File: src/rtl/lsu_ctrl_if.sv
// Core data port and slave bus of the load/store unit, grouped as one bundle.
// The LSU uses the slave modport; the core/slave side uses the master modport.
interface lsu_ctrl_if #(
  parameter int NUM_SLAVES = 3
);
  logic                    core_req_i;
  logic                    core_we_i;
  logic [1:0]              core_hb_i;
  logic                    core_unsigned_i;
  logic [31:0]             core_addr_i;
  logic [31:0]             core_wdata_i;
  logic [31:0]             core_rdata_o;
  logic                    core_ready_o;
  logic                    core_err_o;
  logic [31:0]             bus_addr_o;
  logic [31:0]             bus_wdata_o;
  logic                    bus_we_o;
  logic [1:0]              bus_hb_o;
  logic [NUM_SLAVES-1:0]   bus_cs_o;
  logic [NUM_SLAVES*32-1:0] bus_rdata_i;
  logic [NUM_SLAVES-1:0]   bus_ack_i;

  modport slave (
    input  core_req_i, core_we_i, core_hb_i, core_unsigned_i, core_addr_i, core_wdata_i,
    output core_rdata_o, core_ready_o, core_err_o,
    output bus_addr_o, bus_wdata_o, bus_we_o, bus_hb_o, bus_cs_o,
    input  bus_rdata_i, bus_ack_i
  );

  modport master (
    output core_req_i, core_we_i, core_hb_i, core_unsigned_i, core_addr_i, core_wdata_i,
    input  core_rdata_o, core_ready_o, core_err_o,
    input  bus_addr_o, bus_wdata_o, bus_we_o, bus_hb_o, bus_cs_o,
    output bus_rdata_i, bus_ack_i
  );
endinterface

File: src/rtl/lsu_ctrl.sv
// Registered load/store unit: address decode + rebase, req/ack handshake with
// timeout, store lane steering, load extraction with sign/zero extension.
module lsu_ctrl #(
  parameter int NUM_SLAVES = 3,
  parameter logic [NUM_SLAVES*32-1:0] SLV_BASE = (NUM_SLAVES*32)'({32'h0000_0100, 32'h0000_0000}),
  parameter logic [NUM_SLAVES*32-1:0] SLV_SIZE = (NUM_SLAVES*32)'({32'd256, 32'd256}),
  parameter int TIMEOUT_CYC = 16
) (
  input  logic       clk_i,
  input  logic       rst_i,
  lsu_ctrl_if.slave  io
);
  localparam int          SW      = (NUM_SLAVES > 1) ? $clog2(NUM_SLAVES) : 1;
  localparam bit          TO_EN   = (TIMEOUT_CYC != 0);
  localparam logic [31:0] TO_LAST = 32'(TIMEOUT_CYC - 1);

  typedef enum logic [1:0] {IDLE, ACCESS, RESP} state_t;
  state_t state_q, state_d;

  logic [SW-1:0]         sel_q, dec_idx;
  logic [1:0]            off_q;
  logic                  uns_q, err_q;
  logic [31:0]           rdata_q, cnt_q;
  logic [NUM_SLAVES-1:0] bus_cs_q;
  logic [31:0]           bus_addr_q, bus_wdata_q;
  logic                  bus_we_q;
  logic [1:0]            bus_hb_q;

  logic [31:0] dec_base, steer_wd, sel_rdata, sh_rdata, ld_data;
  logic        misalign, ack_sel, timeout;

  assign misalign = (io.core_hb_i == 2'b11) ||
                    (io.core_hb_i == 2'b01 && io.core_addr_i[0]) ||
                    (io.core_hb_i == 2'b10 && io.core_addr_i[1:0] != 2'b00);
  assign ack_sel  = io.bus_ack_i[sel_q];
  assign timeout  = TO_EN && (cnt_q == TO_LAST);

  // Window decode; iterating downward lets the lowest matching index win.
  // 33-bit compares keep a window touching 0xFFFF_FFFF from wrapping.
  always_comb begin
    dec_idx  = SW'(NUM_SLAVES - 1);
    dec_base = '0;
    for (int i = NUM_SLAVES - 1; i >= 0; i--) begin
      if (SLV_SIZE[32*i +: 32] != 32'd0 &&
          {1'b0, io.core_addr_i} >= {1'b0, SLV_BASE[32*i +: 32]} &&
          {1'b0, io.core_addr_i} <= {1'b0, SLV_BASE[32*i +: 32]} + {1'b0, SLV_SIZE[32*i +: 32]} - 33'd1) begin
        dec_idx  = SW'(i);
        dec_base = SLV_BASE[32*i +: 32];
      end
    end
  end

  // Store data placed on the lane(s) selected by the low address bits.
  always_comb begin
    case (io.core_hb_i)
      2'b00:   steer_wd = {24'd0, io.core_wdata_i[7:0]} << {io.core_addr_i[1:0], 3'b000};
      2'b01:   steer_wd = {16'd0, io.core_wdata_i[15:0]} << {io.core_addr_i[1], 4'b0000};
      default: steer_wd = io.core_wdata_i;
    endcase
  end

  // Load lane extraction and extension from the selected slave's read data.
  assign sel_rdata = io.bus_rdata_i[32*sel_q +: 32];
  assign sh_rdata  = sel_rdata >> {off_q, 3'b000};
  always_comb begin
    case (bus_hb_q)
      2'b00:   ld_data = uns_q ? {24'd0, sh_rdata[7:0]}  : {{24{sh_rdata[7]}},  sh_rdata[7:0]};
      2'b01:   ld_data = uns_q ? {16'd0, sh_rdata[15:0]} : {{16{sh_rdata[15]}}, sh_rdata[15:0]};
      default: ld_data = sel_rdata;
    endcase
  end

  // State register.
  always_ff @(posedge clk_i) begin
    if (rst_i) state_q <= IDLE;
    else       state_q <= state_d;
  end

  // Next state: illegal requests skip the bus; ack beats timeout on the same cycle.
  always_comb begin
    state_d = state_q;
    case (state_q)
      IDLE:    if (io.core_req_i) state_d = misalign ? RESP : ACCESS;
      ACCESS:  if (ack_sel || timeout) state_d = RESP;
      RESP:    state_d = IDLE;
      default: state_d = IDLE;
    endcase
  end

  // Request capture, bus drive registers, wait counter and response capture.
  always_ff @(posedge clk_i) begin
    if (rst_i) begin
      sel_q <= '0; off_q <= '0; uns_q <= 1'b0; err_q <= 1'b0;
      rdata_q <= '0; cnt_q <= '0;
      bus_cs_q <= '0; bus_addr_q <= '0; bus_wdata_q <= '0; bus_we_q <= 1'b0; bus_hb_q <= '0;
    end else begin
      case (state_q)
        IDLE: if (io.core_req_i) begin
          off_q   <= io.core_addr_i[1:0];
          uns_q   <= io.core_unsigned_i;
          err_q   <= misalign;
          rdata_q <= '0;
          cnt_q   <= '0;
          if (!misalign) begin
            sel_q       <= dec_idx;
            bus_cs_q    <= NUM_SLAVES'(1) << dec_idx;
            bus_addr_q  <= io.core_addr_i - dec_base;
            bus_wdata_q <= steer_wd;
            bus_we_q    <= io.core_we_i;
            bus_hb_q    <= io.core_hb_i;
          end
        end
        ACCESS: begin
          if (ack_sel || timeout) begin
            err_q       <= !ack_sel;
            rdata_q     <= (ack_sel && !bus_we_q) ? ld_data : '0;
            bus_cs_q    <= '0;
            bus_addr_q  <= '0;
            bus_wdata_q <= '0;
            bus_we_q    <= 1'b0;
            bus_hb_q    <= '0;
          end else begin
            cnt_q <= cnt_q + 32'd1;
          end
        end
        default: ;
      endcase
    end
  end

  assign io.core_ready_o = (state_q == RESP);
  assign io.core_err_o   = io.core_ready_o & err_q;
  assign io.core_rdata_o = io.core_ready_o ? rdata_q : '0;
  assign io.bus_cs_o     = bus_cs_q;
  assign io.bus_addr_o   = bus_addr_q;
  assign io.bus_wdata_o  = bus_wdata_q;
  assign io.bus_we_o     = bus_we_q;
  assign io.bus_hb_o     = bus_hb_q;
endmodule

File: src/flat_wrapper.sv
// flat-port wrapper written by rule: the top's interface ports become plain ports
module lsu_ctrl_flat 
#(
  parameter int NUM_SLAVES = 3,
  parameter logic [NUM_SLAVES*32-1:0] SLV_BASE = (NUM_SLAVES*32)'({32'h0000_0100, 32'h0000_0000}),
  parameter logic [NUM_SLAVES*32-1:0] SLV_SIZE = (NUM_SLAVES*32)'({32'd256, 32'd256}),
  parameter int TIMEOUT_CYC = 16
)
  (clk_i, rst_i, io_core_req_i, io_core_we_i, io_core_hb_i, io_core_unsigned_i, io_core_addr_i, io_core_wdata_i, io_core_rdata_o, io_core_ready_o, io_core_err_o, io_bus_addr_o, io_bus_wdata_o, io_bus_we_o, io_bus_hb_o, io_bus_cs_o, io_bus_rdata_i, io_bus_ack_i);
  lsu_ctrl_if #(.NUM_SLAVES(NUM_SLAVES)) io_i ();
  input  logic clk_i;
  input  logic rst_i;
  input wire logic [$bits(io_i.core_req_i)-1:0] io_core_req_i;
  input wire logic [$bits(io_i.core_we_i)-1:0] io_core_we_i;
  input wire logic [$bits(io_i.core_hb_i)-1:0] io_core_hb_i;
  input wire logic [$bits(io_i.core_unsigned_i)-1:0] io_core_unsigned_i;
  input wire logic [$bits(io_i.core_addr_i)-1:0] io_core_addr_i;
  input wire logic [$bits(io_i.core_wdata_i)-1:0] io_core_wdata_i;
  output wire logic [$bits(io_i.core_rdata_o)-1:0] io_core_rdata_o;
  output wire logic [$bits(io_i.core_ready_o)-1:0] io_core_ready_o;
  output wire logic [$bits(io_i.core_err_o)-1:0] io_core_err_o;
  output wire logic [$bits(io_i.bus_addr_o)-1:0] io_bus_addr_o;
  output wire logic [$bits(io_i.bus_wdata_o)-1:0] io_bus_wdata_o;
  output wire logic [$bits(io_i.bus_we_o)-1:0] io_bus_we_o;
  output wire logic [$bits(io_i.bus_hb_o)-1:0] io_bus_hb_o;
  output wire logic [$bits(io_i.bus_cs_o)-1:0] io_bus_cs_o;
  input wire logic [$bits(io_i.bus_rdata_i)-1:0] io_bus_rdata_i;
  input wire logic [$bits(io_i.bus_ack_i)-1:0] io_bus_ack_i;
  assign io_i.core_req_i = io_core_req_i;
  assign io_i.core_we_i = io_core_we_i;
  assign io_i.core_hb_i = io_core_hb_i;
  assign io_i.core_unsigned_i = io_core_unsigned_i;
  assign io_i.core_addr_i = io_core_addr_i;
  assign io_i.core_wdata_i = io_core_wdata_i;
  assign io_core_rdata_o = io_i.core_rdata_o;
  assign io_core_ready_o = io_i.core_ready_o;
  assign io_core_err_o = io_i.core_err_o;
  assign io_bus_addr_o = io_i.bus_addr_o;
  assign io_bus_wdata_o = io_i.bus_wdata_o;
  assign io_bus_we_o = io_i.bus_we_o;
  assign io_bus_hb_o = io_i.bus_hb_o;
  assign io_bus_cs_o = io_i.bus_cs_o;
  assign io_i.bus_rdata_i = io_bus_rdata_i;
  assign io_i.bus_ack_i = io_bus_ack_i;
  lsu_ctrl #(.NUM_SLAVES(NUM_SLAVES), .SLV_BASE(SLV_BASE), .SLV_SIZE(SLV_SIZE), .TIMEOUT_CYC(TIMEOUT_CYC)) u_core (.clk_i(clk_i), .rst_i(rst_i), .io(io_i));
endmodule
File: config.mk
export PLATFORM = sky130hd
export DESIGN_NAME = lsu_ctrl_flat
export DESIGN_NICKNAME = d
export VERILOG_FILES = /design/src/rtl/lsu_ctrl_if.sv /design/src/rtl/lsu_ctrl.sv /design/src/flat_wrapper.sv
export SDC_FILE = /design/constraint.sdc
export NUM_CORES = 1
export LEC_CHECK = 0
export ABC_AREA = 0
export CAP_MARGIN = 20
export CORE_ASPECT_RATIO = 2
export CORE_UTILIZATION = 46
export DETAILED_ROUTE_END_ITERATION = 6
export PLACE_DENSITY = 0.8
export SLEW_MARGIN = 20
export SYNTH_ARGS = -nofsm -noshare
export SYNTH_HDL_FRONTEND = slang
export SYNTH_SLANG_ARGS = --single-unit
File: constraint.sdc
create_clock -name clk_i -period 7.8 [get_ports clk_i]
set_input_delay 2.34 -clock clk_i [delete_from_list [all_inputs] [get_ports clk_i]]
set_output_delay 2.34 -clock clk_i [all_outputs]
set_load 0.05 [all_outputs]
# Yosys cells after proc, flatten, opt, wreduce, memory -nomap -nowiden
# Index checks and enable logic that the tools add are counted.
# totals
ff_bits,142
inputBits,170
output_inout_bits,104
wordCells,99
# classes
n_addsub,2
order_cmp,4
n_eq_ne,11
shifts,5
n_mux,43
n_bitwise,2
reduce_logical,20
# op_table
op,count
2-to-1 mux 32 bit,13
one-hot mux 32 bit (2 select lines),6
indexed part select 96 x 8 -> 32 bit,1
"adder 32 x 1 -> 32 bit, second input constant",1
"equality test 32 x 4 -> 1 bit, second input constant",1
"greater-or-equal comparator 32 x 9 -> 1 bit, second input constant",1
"less-or-equal comparator 32 x 8 -> 1 bit, second input constant",1
"less-or-equal comparator 32 x 9 -> 1 bit, second input constant",1
left shift 16 x 5 -> 32 bit,1
left shift 8 x 5 -> 32 bit,1
right shift 32 x 5 -> 16 bit,1
subtractor 32 bit,1
2-to-1 mux 2 bit,8
2-to-1 mux 3 bit,3
2-to-1 mux 9 bit,1
AND reduction 3 bit,3
one-hot mux 2 bit (2 select lines),2
"equality test 2 x 1 -> 1 bit, second input constant",3
"equality test 2 bit, second input constant",3
logical NOT 2 bit,3
2-to-1 mux 1 bit,6
"inequality test 2 bit, second input constant",3
one-hot mux 3 bit (2 select lines),1
logical AND 1 bit,4
other kinds (12),18

# Logic depth before layout (Yosys ltp)
# depth
word_depth,8
depth_mapped,12

# Worst setup path after synthesis
# No wires, ideal clock.
# synth_timing
path_kind,input to register
from,input io_core_addr_i[14]
to,register u_core.bus_addr_q[23] (netlist: u_core.io.bus_addr_o[23])
setup_ns,0.128
arrival_ns,5.124
slack_ns,2.548
cell_stages,11
cell_sequence,or4_1 -> nor3_1 -> nand4_1 -> nor2_1 -> ha_1 -> or4b_2 -> or4_4 -> nor3_4 -> xor2_1 -> a22oi_1 -> nor2_1
# synth_via
elab_chain_cells,8
# synth_lines
item,line_no,source
start: declaration,flat_wrapper.sv:17,input wire logic [$bits(io_i.core_addr_i)-1:0] io_core_addr_i;
greater-or-equal comparator 32 x 9 -> 1 bit or less-or-equal comparator 32 x 9 -> 1 bit (tied branches),"lsu_ctrl.sv:45, lsu_ctrl.sv:46",
logical AND 1 bit,lsu_ctrl.sv:45,"{1'b0, io.core_addr_i} >= {1'b0, SLV_BASE[32*i +: 32]} &&"
2-to-1 mux 9 bit,lsu_ctrl.sv:44,if (SLV_SIZE[32*i +: 32] != 32'd0 &&
2-to-1 mux 32 bit (*),lsu_ctrl.sv:44,
via u_core.dec_base[8],lsu_ctrl.sv:29,"logic [31:0] dec_base, steer_wd, sel_rdata, sh_rdata, ld_data;"
subtractor 32 bit (*),lsu_ctrl.sv:107,bus_addr_q <= io.core_addr_i - dec_base;
2-to-1 mux 32 bit (*),lsu_ctrl.sv:104,if (!misalign) begin
2-to-1 mux 32 bit (*),lsu_ctrl.sv:98,IDLE: if (io.core_req_i) begin
one-hot mux 32 bit (2 select lines) (*),lsu_ctrl.sv:97,case (state_q)
end signal: assignment,lsu_ctrl.sv:107,
end: declaration,lsu_ctrl.sv:25,"logic [31:0] bus_addr_q, bus_wdata_q;"
# Mark *: on every way through the listed nets, which the timed path passes. The rest lies on a longest branch. The select of a mux whose other input is x is not followed.
# A chain may end at the register's enable or synchronous reset.

# Worst setup path after layout
# layout_timing
from,input io_core_addr_i[24]
to,register u_core.bus_addr_q[23] (netlist: u_core.io.bus_addr_o[23])
# The elaborated chain is that of the path after synthesis.

==> flow_metrics.py <==
metrics = {
    "status": {
        "status": "finished clean",
    },
    "place": {
        "post-place-cells": 1363,
        "place_area_um2": 10500,
        "hpwl_mm": 19.7,
        "port_buffers": 273,
        "gp_congestion": 0.909,
    },
    "global_route": {
        "grt_overflow": 0,
        "antenna_found_initial": 0,
        "first_global_vias": 7891,
        "track_usage": 0.304,
        "grt_pass1_wl_mm": 40.6,
        "grt_max_degree": 80,
    },
    "finish": {
        "layout-drive-gt1-share": 0.0605,
        "n_antenna_cell": 0,
        "stdcell_area_um2": 11200,
        "fin_nets": 1351,
        "fin_cells": 1395,
        "area_delta_synth_final_pct": 44.5,
    },
    "floorplanning": {
        "core-area_um2": 16400,
        "io_pins": 274,
        "die_w_um": 93.8,
        "dieArea_um2": 17400,
        "die_h_um": 186,
        "start_util": 0.474,
        "row_count": 66,
    },
    "worst_setup_path": {
        "crit_chain": "clkdlybuf4s50_1, or3_1, nor4_1, nand4_1, nor2_1, ha_1, or4b_2, or4_4, nor3_4, xor2_1, a22oi_1, nor2_1",
        "cp_max_fo": 5,
        "worstPathRequired_ns": 8.09,
        "critPathLaunchType": "primary input",
        "worst_path_max_delay_cell": "or4b_2",
        "cpMostUsedCell": "nor2_1",
        "r2r-start": "u_core.sel_q[1]$_SDFFE_PP0P_",
        "critical-path-max-stage-delay_ns": 0.67,
        "critPathTopFamily": "simple AND/OR/NAND/NOR gates",
        "critPathArrivalTime_ns": 6.03,
        "crit_path_end_kind": "flip-flop",
        "crit_buf_inv": 1,
        "crit_start": "io_core_addr_i[24]",
        "critPathKind": "in -> reg",
    },
    "drt": {
        "totalWireLength_mm": 26.8,
        "wire_per_inst_um": 19.2,
        "viasPerCell": 5.85,
        "top_layer": "met4",
        "route.met2.wl_mm": 14.3,
        "wl_met1_mm": 8.80,
        "drtIter0Drc": 452,
        "vias": 8160,
        "routed-wl-met3_mm": 2.28,
        "ant_nets": 0,
        "firstDrtPassIters": 5,
        "post-route-drc-count": 0,
    },
    "synthesis": {
        "synthSimpleGateAreaFrac": 0.253,
        "syn_area_um2": 7740,
        "syn_inst": 949,
        "synthXorXnorAreaFrac": 0.0498,
        "ys.flop_type": "dfxtp_1",
        "ys_warn_count": 0,
        "ys_seq_area_frac": 0.367,
        "synth_common_cells": "dfxtp_1, nor2_1, nand2_1, a21oi_1, clkbuf_1",
        "synth_seq_cells": 142,
        "synth_top_area_cell": "dfxtp_1",
        "yosys-top-cells-area": "dfxtp_1, nor2_1, a22o_1",
        "syn_avg_cell_area_um2": 8.16,
        "synth_compound_area_frac": 0.214,
        "synth_top_area_frac": 0.367,
        "yosysUniqueCellTypes": 63,
        "yosysMostFrequentCell": "dfxtp_1",
        "synthAdderAreaFrac": 0.00485,
        "syn_nets": 1122,
        "yosys-mux-area-fraction": 0.0662,
        "synth_edf_count": 0,
        "synth_top_family_by_area": "simple AND/OR/NAND/NOR gates",
        "synth_async_sr_flop_share": 0,
    },
    "clock_tree": {
        "numCtsBuffers": 17,
        "clk_pin_slew_ns": 0.06,
        "cts_sinks": 142,
        "post-cts-setup-buffer-count": 0,
        "cts_max_path_buffers": 2,
        "cts-resized-gates": 0,
        "clk-insertion-delay-late_ns": 0.43,
        "cts_max_level": 4,
        "ctsHoldBuffers": 0,
        "cts_root_buf": "clkbuf_16",
        "cts_tree": "built",
    },
    "sta": {
        "rsz0062_at_grt": "no",
        "maxSlewHeadroom": 0.301,
        "worstMarginPinSlew_ns": 1.04,
        "finalHoldViolCount": 0,
        "period_needed_ns": 5.75,
        "slew_violations": 0,
        "worst_clock_skew_ns": 0.00809,
        "max_freq_mhz": 174,
        "finalSetupViolations": 0,
        "whs_ns": 0.455,
        "finalSetupTns_ns": 0,
        "finalCritPeriodShare": 0.737,
    },
    "power_and_ir_drop": {
        "max-vdd-ir-drop_mv": 0.172,
        "powerDensity_nw_per_um2": 192,
        "total_power_mw": 2.15,
        "p_leak_nw": 3.88,
    },
    "run": {
        "drv_cap": 0,
    },
    "worst_hold_path": {
        "hp-start": "u_core.io.bus_wdata_o[30]$_SDFFE_PP0P_",
        "holdCritPathClass": "reg -> reg",
    },
}
## routing by layer
layer	up-vias	global-route usage
met1	3794	0.286
met4	0	0.172
met5	-	0
li1	3890	-
met2	392	0.574
met3	84	0.0821
## per-stage QoR
step	setup slack [ns]	util
final	2.05	0.684
after global routing	1.69	0.684
after CTS	2.09	0.684
after detailed placement	1.65	0.644
after global placement	1.72	0.644
after floorplan	2.55	-
## power breakdown
group	internal [mW]	leakage (nW)	switching [mW]
logic	0.192	2.42	0.261
registers	0.754	1.15	0.0249
clock network	0.587	0.310	0.330
## flip-flops by register name (all words and copies together), names as in the netlist
register / flops
u_core.err_q: 1
u_core.sel_q: 2
u_core.state_q: 2
u_core.uns_q: 1
u_core.cnt_q: 32
u_core.io.bus_addr_o: 32
u_core.rdata_q: 32
u_core.io.bus_we_o: 1
u_core.io.bus_wdata_o: 32
u_core.io.bus_hb_o: 2
u_core.off_q: 2
u_core.io.bus_cs_o: 3
## worst reg2reg max path, cell delays in order, from the launching register on
cell and delay [ns]:
dfxtp_2 0.70, buf_4 0.45, mux2i_1 0.18, mux4_2 0.54
o32a_1 0.39, o2111ai_1 0.17, and2_1 0.62, a22o_1 0.24
## cell type report
class,instances,area [um^2]
Tap cell,204,255
Inverter,12,45.0
Timing Repair Buffer,285,2820
Multi-Input combinational cell,720,4570
Fill cell,1378,5160
Clock inverter,12,206
Sequential cell,142,2840
Clock buffer,20,457
## cell families after synthesis
logic type / count (synthesis)
XOR/XNOR: 44
AO/OA/AOI/OAI: 229
adder cells (fa/ha/maj): 3
multiplexers: 49
buffers and inverters: 87
flip-flops: 142
AND/OR/NAND/NOR: 395
## layout by cell type (no fill, tap or decap), types with 7 or more instances in the layout
master | netlist | layout
xor2_1 | 7 | 7
o21ai_0 | 13 | 13
o2111ai_1 | 8 | 8
a211oi_1 | 21 | 21
mux2i_1 | 40 | 40
o2bb2ai_1 | 18 | 18
nand4_1 | 9 | 9
buf_4 | 2 | 12
and2_1 | 38 | 38
a22oi_1 | 23 | 23
xnor2_1 | 37 | 37
a221oi_1 | 7 | 7
nand2_1 | 91 | 91
dfxtp_1 | 142 | 141
mux2_2 | 8 | 8
nand3_1 | 37 | 37
a22o_1 | 46 | 46
nand3b_1 | 8 | 8
a21oi_1 | 62 | 62
or3_1 | 7 | 7
nor2_1 | 127 | 125
nor4_1 | 19 | 19
clkdlybuf4s50_1 | 0 | 272
nand2b_1 | 21 | 21
inv_1 | 11 | 11
nor3_1 | 7 | 7
clkbuf_16 | 0 | 17
## final timing paths
kind | end | slack, ns | depth (start not counted)
setup reg to reg | u_core.rdata_q[25]$_SDFFE_PP0P_ | 4.46 | 7
setup / recovery | u_core.io.bus_addr_o[23]$_SDFFE_PP0P_ | 2.05 | 12
hold / removal | u_core.io.bus_wdata_o[30]$_SDFFE_PP0P_ | 0.46 | 2
hold reg to reg | u_core.io.bus_wdata_o[30]$_SDFFE_PP0P_ | 0.46 | 2
Power figures use the tool's default switching activity.
==> edit 1: new RTL, config.mk and constraints unchanged <==
`NUM_SLAVES` is set to 3 in 3 places; all go to 2.
--- a/src/rtl/lsu_ctrl_if.sv
+++ b/src/rtl/lsu_ctrl_if.sv
@@ -1,7 +1,7 @@
 // Core data port and slave bus of the load/store unit, grouped as one bundle.
 // The LSU uses the slave modport; the core/slave side uses the master modport.
 interface lsu_ctrl_if #(
-  parameter int NUM_SLAVES = 3
+  parameter int NUM_SLAVES = 2
 );
   logic                    core_req_i;
   logic                    core_we_i;
--- a/src/rtl/lsu_ctrl.sv
+++ b/src/rtl/lsu_ctrl.sv
@@ -1,7 +1,7 @@
 // Registered load/store unit: address decode + rebase, req/ack handshake with
 // timeout, store lane steering, load extraction with sign/zero extension.
 module lsu_ctrl #(
-  parameter int NUM_SLAVES = 3,
+  parameter int NUM_SLAVES = 2,
   parameter logic [NUM_SLAVES*32-1:0] SLV_BASE = (NUM_SLAVES*32)'({32'h0000_0100, 32'h0000_0000}),
   parameter logic [NUM_SLAVES*32-1:0] SLV_SIZE = (NUM_SLAVES*32)'({32'd256, 32'd256}),
   parameter int TIMEOUT_CYC = 16
--- a/src/flat_wrapper.sv
+++ b/src/flat_wrapper.sv
@@ -1,7 +1,7 @@
 // flat-port wrapper written by rule: the top's interface ports become plain ports
 module lsu_ctrl_flat 
 #(
-  parameter int NUM_SLAVES = 3,
+  parameter int NUM_SLAVES = 2,
   parameter logic [NUM_SLAVES*32-1:0] SLV_BASE = (NUM_SLAVES*32)'({32'h0000_0100, 32'h0000_0000}),
   parameter logic [NUM_SLAVES*32-1:0] SLV_SIZE = (NUM_SLAVES*32)'({32'd256, 32'd256}),
   parameter int TIMEOUT_CYC = 16
Interface: changed (resized io_bus_ack_i, io_bus_cs_o and io_bus_rdata_i); port bits go from 274 to 240. The function was not compared with the original's and may differ.
==> edit 1 against the original RTL <==
Count of clock-buffer cells in the layout fell by 2; highest routed layer unchanged; largest power group unchanged; setup slack improved by 6.5 ps; critical path type unchanged; sequential cell count fell by 2; non-clock buffer count fell by 37; synthesized area fell by 6.4%; design area fell by 8.0%; routed wire length fell by 10%; power fell by 5.2%; fmax rose by 0.11%.
==> edit 1: results (changes against the original RTL) <==
* Top cells by area, synth: dfxtp_1, a22o_1, xnor2_1
* PortBufs at 239 (-12%)
* Worst slack, placed at 1640 ps (-8.92 ps)
* Final GP Congestion at 0.886 (-2.5%)
* Largest net degree at the start of global routing at 58 (-28%)
* First-pass GRT wire length at 38.5 mm (-5.2%)
* Critical Path Max Stage Delay at 570 ps (-100 ps)
* Hold crit path type: reg -> reg
* DR vias/cell at 6.00 (+2.5%)
* Library cells used by synthesis at 57 (-9.5%)
* Cells after synthesis at 819 (-14%)
* Worst reg-to-reg path cell count at 6 (-1)
* Post-DP HPWL at 17.4 mm (-12%)
* Critical path arrival at 6040 ps (about the same)
* Register area share after synthesis at 38.6% (+1.9 points)
* Status: completed
* CP max stage cell: or4_1
* Net count after synthesis at 959 (-15%)
* WL per Instance at 19.5 um (+1.8%)
* Placed instance count at 1,201 (-12%)
* Synth Area in Adders at 0.518% (+0.033 points)
* XOR/XNOR Fraction of Synth Area at 5.68% (+0.70 points)
* Initial DRC Count at 499 (+10%)
* Total track usage at 30.0% (-0.41 points)
* Routed via count at 7,380 (-9.6%)
* Share of cells above drive strength 1 at 7.26% (+1.2 points)
* Leakage power at 3.72 nW (-4.2%)
* Post-Route Skew at 15.1 ps (+7.01 ps)
* Crit path max fanout at 6 (+1)
* Ys async rst share at 0% (unchanged)
* Synth Area in Compound Gates at 21.0% (-0.44 points)
* Mux contribution to synthesized area at 7.28% (+0.66 points)
* Commonest cells in the netlist: dfxtp_1, nor2_1, nand2_1
==> edit 1: cells by family (layout without fill, tap and decap cells) <==
kind of cell | count (synthesis) | in the layout
AND/OR/NAND/NOR | 314 | 314
AO/OA/AOI/OAI | 196 | 196
flip-flops | 140 | 140
buffers and inverters | 80 | 294
XOR/XNOR | 47 | 47
multiplexers | 39 | 39
adder cells (fa/ha/maj) | 3 | 3
==> edit 1: worst paths after layout <==
path | from | to | slack, ps
setup / recovery | io_core_addr_i[28] | u_core.io.bus_addr_o[28] | 2060
hold / removal | u_core.io.bus_addr_o[31] | u_core.io.bus_addr_o[31] | 450
setup reg to reg | u_core.state_q[0] | u_core.io.bus_wdata_o[21] | 4410
hold reg to reg | u_core.io.bus_addr_o[31] | u_core.io.bus_addr_o[31] | 450
==> edit 1: power by group <==
group          leakage [nW]  switching, W  internal [W]  total [W]
clock network         0.297      0.000308      0.000538   0.000846
logic                  2.28      0.000247      0.000177   0.000423
registers              1.14     0.0000231      0.000745   0.000768
==> edit 1: layer usage <==
metal,part of all wire [%],vias up,wire length (um),track usage (%)
met1,36,3491,8680,31.8
met5,0,-,0,0
met3,5.3,78,1280,4.61
li1,-,3478,-,-
met4,5.9,0,1410,18.5
met2,53,333,12700,54.5
==> edit 1: final cells by class <==
type | count | area, sq um
clock buffer | 18 | 439
multi-input combinational | 599 | 4110
timing repair buffer | 248 | 2450
tap | 198 | 248
clock inverter | 12 | 173
sequential | 140 | 2810
inverter | 16 | 60.1
fill | 1278 | 5080
==> edit 1: through the flow <==
step	power, W	hold WS [ps]	area (sq um)	util [%]
after floorplan	0.00103	425	7250	-
after global placement	0.00120	438	9680	63.0
after detailed placement	0.00120	439	9680	63.0
after CTS	0.00205	451	10300	66.9
after global routing	0.00211	473	10300	67.0
final	0.00204	448	10300	67.0
==> edit 2: new RTL, same flow settings <==
Made on the original files. Re-encode `state_t` (3 states) as one-hot, 3 bits wide.
--- a/src/rtl/lsu_ctrl.sv
+++ b/src/rtl/lsu_ctrl.sv
@@ -14,7 +14,7 @@
   localparam bit          TO_EN   = (TIMEOUT_CYC != 0);
   localparam logic [31:0] TO_LAST = 32'(TIMEOUT_CYC - 1);
 
-  typedef enum logic [1:0] {IDLE, ACCESS, RESP} state_t;
+  typedef enum logic [2:0] {IDLE = 3'b001, ACCESS = 3'b010, RESP = 3'b100} state_t;
   state_t state_q, state_d;
 
   logic [SW-1:0]         sel_q, dec_idx;
Check against the original RTL: no difference found for any inputs over 4 cycles, from zero or initial values and one cycle with rst_i high; so few cycles prove little.
==> edit 2 against the original RTL <==
Via count increased by 4.8%; design area increased by 1.6%; sequential cell count increased by 1; power decreased by 4.9%; routed wire length increased by 7.1%; count of clock-buffer cells in the layout decreased by 2; setup slack improved by 320 ps; synthesized area increased by 2.9%; clock skew increased by 3.9 ps.
==> edit 2: results (changes against the original RTL) <==
* Status: completed
* Worst skew pair latency at 430 ps (about the same)
* Nets at 1,330 (-1.6%)
* Net count after synthesis at 1,096 (-2.3%)
* Min-delay src: u_core.rdata_q[15]
* Reg2reg end: u_core.cnt_q[19]
* Library cells used by synthesis at 64 (+1.6%)
* Top_reg_cell synth: dfxtp_1
* RR Startpoint: u_core.sel_q[1]
* Commonest cells in the netlist: dfxtp_1, a21oi_1, nand2_1
* First-pass GRT wire length at 43.8 mm (+7.7%)
* CTS buffer count at 17 (unchanged)
* Share of cells above drive strength 1 at 6.32% (+0.28 points)
* Worst vdd ir at 173 uV (+0.74%)
* Critical path arrival at 5750 ps (-280 ps)
* DR vias/cell at 6.21 (+6.1%)
* Crit path max fanout at 5 (unchanged)
* H-tree depth at 4 (unchanged)
* Hold Worst Slack at 449 ps (-5.87 ps)
* Total track usage at 31.7% (+1.3 points)
* Initial antenna violation count at 0 (unchanged)
* Largest net degree at the start of global routing at 46 (-43%)
* Synth warn at 0 (unchanged)
* Hold EP: u_core.rdata_q[15]
* XOR/XNOR Fraction of Synth Area at 2.42% (-2.6 points)
* Leakage power at 3.78 nW (-2.5%)
* Ys async rst share at 0% (unchanged)
* Worst reg-to-reg path cell count at 6 (-1)
* CTS Root Cell: clkbuf_16
* Ant. Diodes at 0 (unchanged)
* Hold Crit Depth at 1 (-1)
* First-pass DRT Iterations at 5 (unchanged)
* WL final at 28.7 mm (+7.1%)
* Top cells by area, synth: dfxtp_1, a22o_1, mux2i_1
* Post-Route Skew at 12.0 ps (+3.86 ps)
* PortBufs at 273 (unchanged)
* CTS Buffer Depth at 2 (unchanged)
* Register area share after synthesis at 35.9% (-0.77 points)
* # resized after CTS at 0 (unchanged)
* Hold crit path type: reg -> reg
* Vias in the first global route at 8,400 (+6.5%)
* FF-to-FF setup slack at 4780 ps (+320 ps)
* Synth Area in Compound Gates at 28.8% (+7.4 points)
* Final GP Congestion at 0.917 (+0.92%)
* Initial DRC Count at 479 (+6.0%)
* Relative slew slack at 29.5% (-0.58 points)
* Setup Fix Bufs, Post-CTS at 0 (unchanged)
* # Max-Cap Violations at 0 (unchanged)
* Post-DP HPWL at 21.6 mm (+9.5%)
* Fill cells at 1,408 (+2.2%)
* Mux contribution to synthesized area at 6.14% (-0.48 points)
* Clk pin slew, worst setup/hold paths at 70 ps
* Synth Area in Adders at 0.471% (-0.014 points)
==> edit 2: worst max-delay path, stage by stage <==
cell	delay, ps
clkdlybuf4s50_1	470
or4_1	620
nand2b_1	220
nor4_1	440
ha_1	280
nor3b_1	480
nand3_1	250
nor4_1	280
xnor2_1	110
o41ai_1	260
==> edit 2: worst max-delay path by stage <==
| stage | startpoint | to | slack [ps] |
|---|---|---|---|
| detailed placement | io_core_addr_i[24] | u_core.io.bus_addr_o[19] | 2000 |
| global route | io_core_addr_i[24] | u_core.io.bus_addr_o[19] | 2150 |
| CTS | io_core_addr_i[24] | u_core.io.bus_addr_o[19] | 2410 |
| finish | io_core_addr_i[24] | u_core.io.bus_addr_o[19] | 2370 |
| global placement | io_core_addr_i[24] | u_core.io.bus_addr_o[19] | 2190 |
| floorplan | io_core_addr_i[26] | u_core.io.bus_addr_o[19] | 2960 |
==> edit 2: power breakdown <==
group | switching [W] | internal, W
logic | 0.000267 | 0.000193
registers | 0.0000209 | 0.000759
clock network | 0.000370 | 0.000435
==> edit 2: cell families after synthesis <==
kind of cell | count (synthesis)
xor+xnor | 22
mux | 46
simple gates | 314
buf+inv | 82
compound gates | 313
flops | 143
fa+ha+maj | 3
==> edit 2: area by class of cell <==
| type | instances | area share, % |
|---|---|---|
| clock inverters | 14 | 1.20 |
| well taps | 207 | 2.28 |
| multi-input cells | 698 | 42.2 |
| inverters | 11 | 0.363 |
| flip-flops and latches | 143 | 25.2 |
| clock buffers | 18 | 3.86 |
| repair buffers | 286 | 24.9 |
==> edit 2: layer usage <==
layer / vias to the layer above / track usage, % / share of wire, % / wire length, um
met5: - / 0 / 0 / 0
met4: 0 / 20.6 / 6.1 / 1750
met3: 99 / 5.60 / 5.7 / 1650
met2: 372 / 58.0 / 54 / 15400
met1: 4045 / 31.4 / 35 / 9920
li1: 4033 / - / - / -
==> edit 2: through the flow <==
| step | setup WS [ps] | power, W | util, % | cell area [sq um] | std cells |
|---|---|---|---|---|---|
| 2_1_floorplan | 2960 | 0.00105 | - | 7970 | 923 |
| 5_1_grt | 2150 | 0.00211 | 67.4 | 11400 | 1377 |
| 6_report | 2370 | 0.00204 | 67.4 | 11400 | 1377 |
| 3_5_place_dp | 2000 | 0.00125 | 64.0 | 10800 | 1345 |
| 3_3_place_gp | 2190 | 0.00125 | 64.0 | 10800 | 1345 |
| 4_1_cts | 2410 | 0.00205 | 67.4 | 11400 | 1377 |
